**src/rtl/shift_seq_engine.sv**
```systemverilog
// Multi-cycle shift engine: moves the register one bit per clock for a run-time
// amount, with serial fill, a one-cycle done pulse, and a parallel-load abort.
module shift_seq_engine #(
    parameter int WIDTH = 8,
    localparam int CNT_W = $clog2(WIDTH + 1)
) (
    input  logic             clk,
    input  logic             rst,
    input  logic             load,
    input  logic [WIDTH-1:0] load_value,
    input  logic             start,
    input  logic [2:0]       mode,
    input  logic [CNT_W-1:0] amount,
    input  logic             si,
    output logic [WIDTH-1:0] po,
    output logic             so,
    output logic             busy,
    output logic             done
);

    localparam logic [1:0] ST_IDLE  = 2'd0;
    localparam logic [1:0] ST_SHIFT = 2'd1;
    localparam logic [1:0] ST_FIN   = 2'd2;

    localparam logic [2:0] MODE_LSL = 3'b000;
    localparam logic [2:0] MODE_LSR = 3'b001;
    localparam logic [2:0] MODE_ASR = 3'b010;
    localparam logic [2:0] MODE_ROL = 3'b011;
    localparam logic [2:0] MODE_ROR = 3'b100;

    localparam logic [CNT_W-1:0] CNT_ZERO = '0;
    localparam logic [CNT_W-1:0] CNT_ONE  = CNT_W'(1);

    logic [1:0]       state;
    logic [CNT_W-1:0] cnt;
    logic [2:0]       mode_q;
    logic [WIDTH-1:0] step_po;
    logic             step_so;

    // One step of the latched mode; reserved modes leave po/so untouched.
    always_comb begin
        // NOTE: defaults first so every path assigns both outputs and no latch is inferred.
        step_po = po;
        step_so = so;
        case (mode_q)
            MODE_LSL: begin
                step_po = {po[WIDTH-2:0], si};
                step_so = po[WIDTH-1];
            end
            MODE_LSR: begin
                step_po = {si, po[WIDTH-1:1]};
                step_so = po[0];
            end
            MODE_ASR: begin
                step_po = {po[WIDTH-1], po[WIDTH-1:1]};
                step_so = po[0];
            end
            MODE_ROL: begin
                step_po = {po[WIDTH-2:0], po[WIDTH-1]};
                step_so = po[WIDTH-1];
            end
            MODE_ROR: begin
                step_po = {po[0], po[WIDTH-1:1]};
                step_so = po[0];
            end
            default: ;
        endcase
    end

    // NOTE: non-blocking assignments throughout so all state updates see pre-edge values.
    always_ff @(posedge clk or negedge rst) begin
        if (!rst) begin
            state  <= ST_IDLE;
            cnt    <= CNT_ZERO;
            mode_q <= MODE_LSL;
            po     <= '0;
            so     <= 1'b0;
        end else if (load) begin
            // Load wins over start and aborts any run without a done pulse.
            po    <= load_value;
            state <= ST_IDLE;
            cnt   <= CNT_ZERO;
        end else begin
            case (state)
                ST_IDLE: begin
                    if (start) begin
                        mode_q <= mode;
                        cnt    <= amount;
                        state  <= (amount == CNT_ZERO) ? ST_FIN : ST_SHIFT;
                    end
                end
                ST_SHIFT: begin
                    po  <= step_po;
                    so  <= step_so;
                    cnt <= cnt - CNT_ONE;
                    if (cnt == CNT_ONE) begin
                        state <= ST_FIN;
                    end
                end
                ST_FIN: begin
                    state <= ST_IDLE;
                end
                default: begin
                    state <= ST_IDLE;
                end
            endcase
        end
    end

    assign busy = (state == ST_SHIFT);
    assign done = (state == ST_FIN);

endmodule

```
**config.mk**
```make
export PLATFORM = sky130hd
export DESIGN_NAME = shift_seq_engine
export DESIGN_NICKNAME = d
export VERILOG_FILES = /design/src/rtl/shift_seq_engine.sv
export SDC_FILE = /design/constraint.sdc
export NUM_CORES = 1
export LEC_CHECK = 0
export BUFFER_PORTS_ARGS = -buffer_cell sky130_fd_sc_hd__buf_2
export CORE_UTILIZATION = 51
export CTS_CLUSTER_DIAMETER = 120
export DETAILED_ROUTE_END_ITERATION = 10
export PLACE_DENSITY = 0.88
export SKIP_LAST_GASP = 1
export SYNTH_ARGS = -nofsm -noshare
export SYNTH_HDL_FRONTEND = slang
export SYNTH_SLANG_ARGS = --single-unit
```
**constraint.sdc**
```tcl
create_clock -name clk -period 1.7 [get_ports clk]
set_input_delay 0.17 -clock clk [delete_from_list [all_inputs] [get_ports clk]]
set_output_delay 0.17 -clock clk [all_outputs]
set_load 0.005 [all_outputs]
```
==> impl_metrics.yaml <==
outcome:
  outcome: "complete, no violations"
yosys:
  syn_avg_cell_area_um2: 9.53
  synth_cell_type_count: 35
  yosys.area.top_type: "dfrtp_1"
  synth_commonest_cells: "dfrtp_1 (18), nor2_1 (15), mux2i_1 (10)"
  synth-edff-count: 0
  synth_cells: 119
  yosysMostFrequentCell: "dfrtp_1"
  synth_warnings: 0
  ys_seq_elements: 18
  synth_top_area_share_pct: 39.7
  ys.flop_type: "dfrtp_1"
  async_reset_ff_share_pct: 100
  ys_top_cells_by_area: "dfrtp_1 (40%), mux2i_1 (8.8%), a221o_1 (5.3%)"
  netlist_area_um2: 1130
  syn-num-nets: 141
  yosysSeqAreaShare_pct: 39.7
global_routing:
  grt_use_met3_pct: 3.12
  antenna_found_initial: 0
  global_route.usage.met1_pct: 30.4
  grt_max_degree: 22
  grt_pass1_vias: 1099
  grt_first_pass_wirelength_um: 4700
  top_usage_layer: "met2"
  use_met2_pct: 45.4
  track_usage_pct: 25.5
  overflow: 0
placed_design:
  gp_congestion: 0.854
  dp_hpwl_um: 2100
  numPortBuffers: 30
  dp_cells: 173
sta:
  rsz0062_at_grt: "false"
  worst_pin_slew_ns: 0.470
  finalHoldViolations: 0
  setup_viol: 0
  setup_tns_ns: 0
  timing.fmax_mhz: 616
  max-slew-margin-rel_pct: 68.6
  fin_worst_skew_ns: 0.00493
  min_period_ns: 1.62
  period_share_pct: 95.4
  maxSlewViolCount: 0
clocking:
  clock-sinks: 18
  clk_path_buf_depth: 2
  htreeDepth: 1
  cts_inserted_buffers: 3
  clk_latency_ns: 0.30
  postCtsSetupRepairBufs: 0
  clk_pin_slew_ns: 0.10
  cts_tree: "yes"
  cts_root_buffer: "clkbuf_4"
floorplanning:
  fp.dieH_um: 49.1
  dieArea_um2: 2420
  ios: 31
  rows: 16
  start_util_pct: 56.1
  die_w_um: 49.1
  fp.coreArea_um2: 2020
worst_setup_path:
  max_stage_delay_ns: 0.47
  critPathArrivalTime_ns: 1.80
  critPathRequiredTime_ns: 1.88
  critPathMaxFanout: 9
  path_cells: "or3b_4, a21oi_4, nor2_1, a221o_1"
  crit_path_end_kind: "flip-flop"
  path_delay_family: "compound AO/OA/AOI/OAI gates"
  crit_buf_inv: 0
  path_class: "reg -> reg"
  cp_slowest_cell: "dfrtp_2"
  worstSetupStartpointType: "flip-flop"
finish:
  area_growth_pct: 20.2
  fin_nets: 174
  antenna_cells: 0
  finalNonFillerCells: 178
  drive_above_1_share_pct: 32.5
  utilization_pct: 67.4
routing:
  dr.pass1.iters: 4
  ant_nets: 0
  first_iter_violations: 40
  drc: 0
  routed_wl_um: 2730
  vias: 1065
  wl_per_cell_um: 15.3
  viasPerCell: 5.98
pwr:
  p_leak_uw: 0.000637
  powerDensity_nw_per_um2: 995
  ir_worst_vdd_uv: 753
run:
  drv_cap: 0
min_path:
  hold_class: "in -> reg"
-- worst paths after layout --
check / start / end / slack, ns / cells after the start
min in group asynchronous: rst / cnt[3] / 0.31 / 2
worst max-delay path: state[1] / po[6] / 0.08 / 4
max in group asynchronous: rst / state[1] / 1.09 / 2
worst min register to register: cnt[1] / cnt[1] / 0.54 / 2
worst min-delay path: mode[2] / mode_q[2] / 0.1 / 2
worst max register to register: state[1] / po[6] / 0.08 / 4
-- worst register-to-register path, cell delays in order (launching register included) --
cell	delay, ns
dfrtp_2	0.47
or3b_4	0.43
a21oi_4	0.24
nor2_1	0.08
a221o_1	0.28
-- cell usage in the layout (no fill, tap or decap), types with 2 or more instances in the layout --
| cell | Yosys | routed |
|---|---|---|
| nand2b_1 | 2 | 2 |
| nand2_1 | 6 | 6 |
| mux2i_1 | 10 | 10 |
| a221o_1 | 6 | 6 |
| dfrtp_1 | 18 | 16 |
| buf_4 | 0 | 3 |
| a31oi_1 | 2 | 2 |
| o41ai_1 | 2 | 2 |
| nor2_1 | 15 | 15 |
| o31ai_1 | 2 | 2 |
| dfrtp_2 | 0 | 2 |
| a21oi_1 | 6 | 6 |
| nor4_1 | 2 | 2 |
| nand3b_1 | 2 | 2 |
| inv_1 | 5 | 5 |
| clkbuf_4 | 0 | 3 |
| mux2_2 | 4 | 4 |
| o21ai_0 | 7 | 7 |
| ha_1 | 2 | 2 |
| nor3_1 | 5 | 5 |
| nor3b_1 | 3 | 3 |
| buf_2 | 2 | 30 |
-- stage by stage --
| step | hold WS [ns] | area [um2] | total power, uW | worst slack [ns] |
|---|---|---|---|---|
| CTS | 0.103 | 1360 | 1360 | 0.0707 |
| floorplan | -0.126 | 1130 | 917 | 0.182 |
| global route | 0.0832 | 1360 | 1450 | 0.0253 |
| detailed placement | 0.122 | 1310 | 1090 | 0.101 |
| global placement | 0.115 | 1310 | 1060 | 0.168 |
| finish | 0.0997 | 1360 | 1360 | 0.0779 |
-- repair_timing --
action                     4_1_cts  5_1_grt
hold endpoints to repair        18        0
setup endpoints to repair        0        2
hold buffers                     1        0
gates resized for setup          0        2
-- sequential cells by signal, indices dropped and copies added, names as in the netlist --
register,flops
po,8
cnt,4
mode_q,3
state,2
so,1
-- final cells by class --
cell class	instances	area, um2
clock buffer	4	36.3
fill	177	659
inverter	5	18.8
multi-input combinational	90	638
sequential	18	453
tap	27	33.8
timing repair buffer	34	183
-- kinds of logic (layout without fill, tap and decap cells) --
logic type                 Yosys count  in the layout  synth area share [%]
and+or+nand+nor                     42             42                  19.5
buffers and inverters               11             43                  3.97
xor gates and xnor gates             1              1                 0.773
DFF                                 18             18                  39.7
adders and majority gates            2              2                  2.21
AOI/OAI and AO/OA                   31             31                  21.0
muxes                               14             14                  12.8
-- power breakdown --
part	internal [uW]	switching (uW)	total [uW]
sequential	511	126	637
clock	131	133	264
combinational	229	227	455
-- metal layers --
layer / wire, um / vias up
li1: - / 506
met1: 1190 / 507
met2: 1380 / 41
met3: 103 / 11
met4: 64 / 0
met5: 0 / -
(Power assumes the default switching activity.)
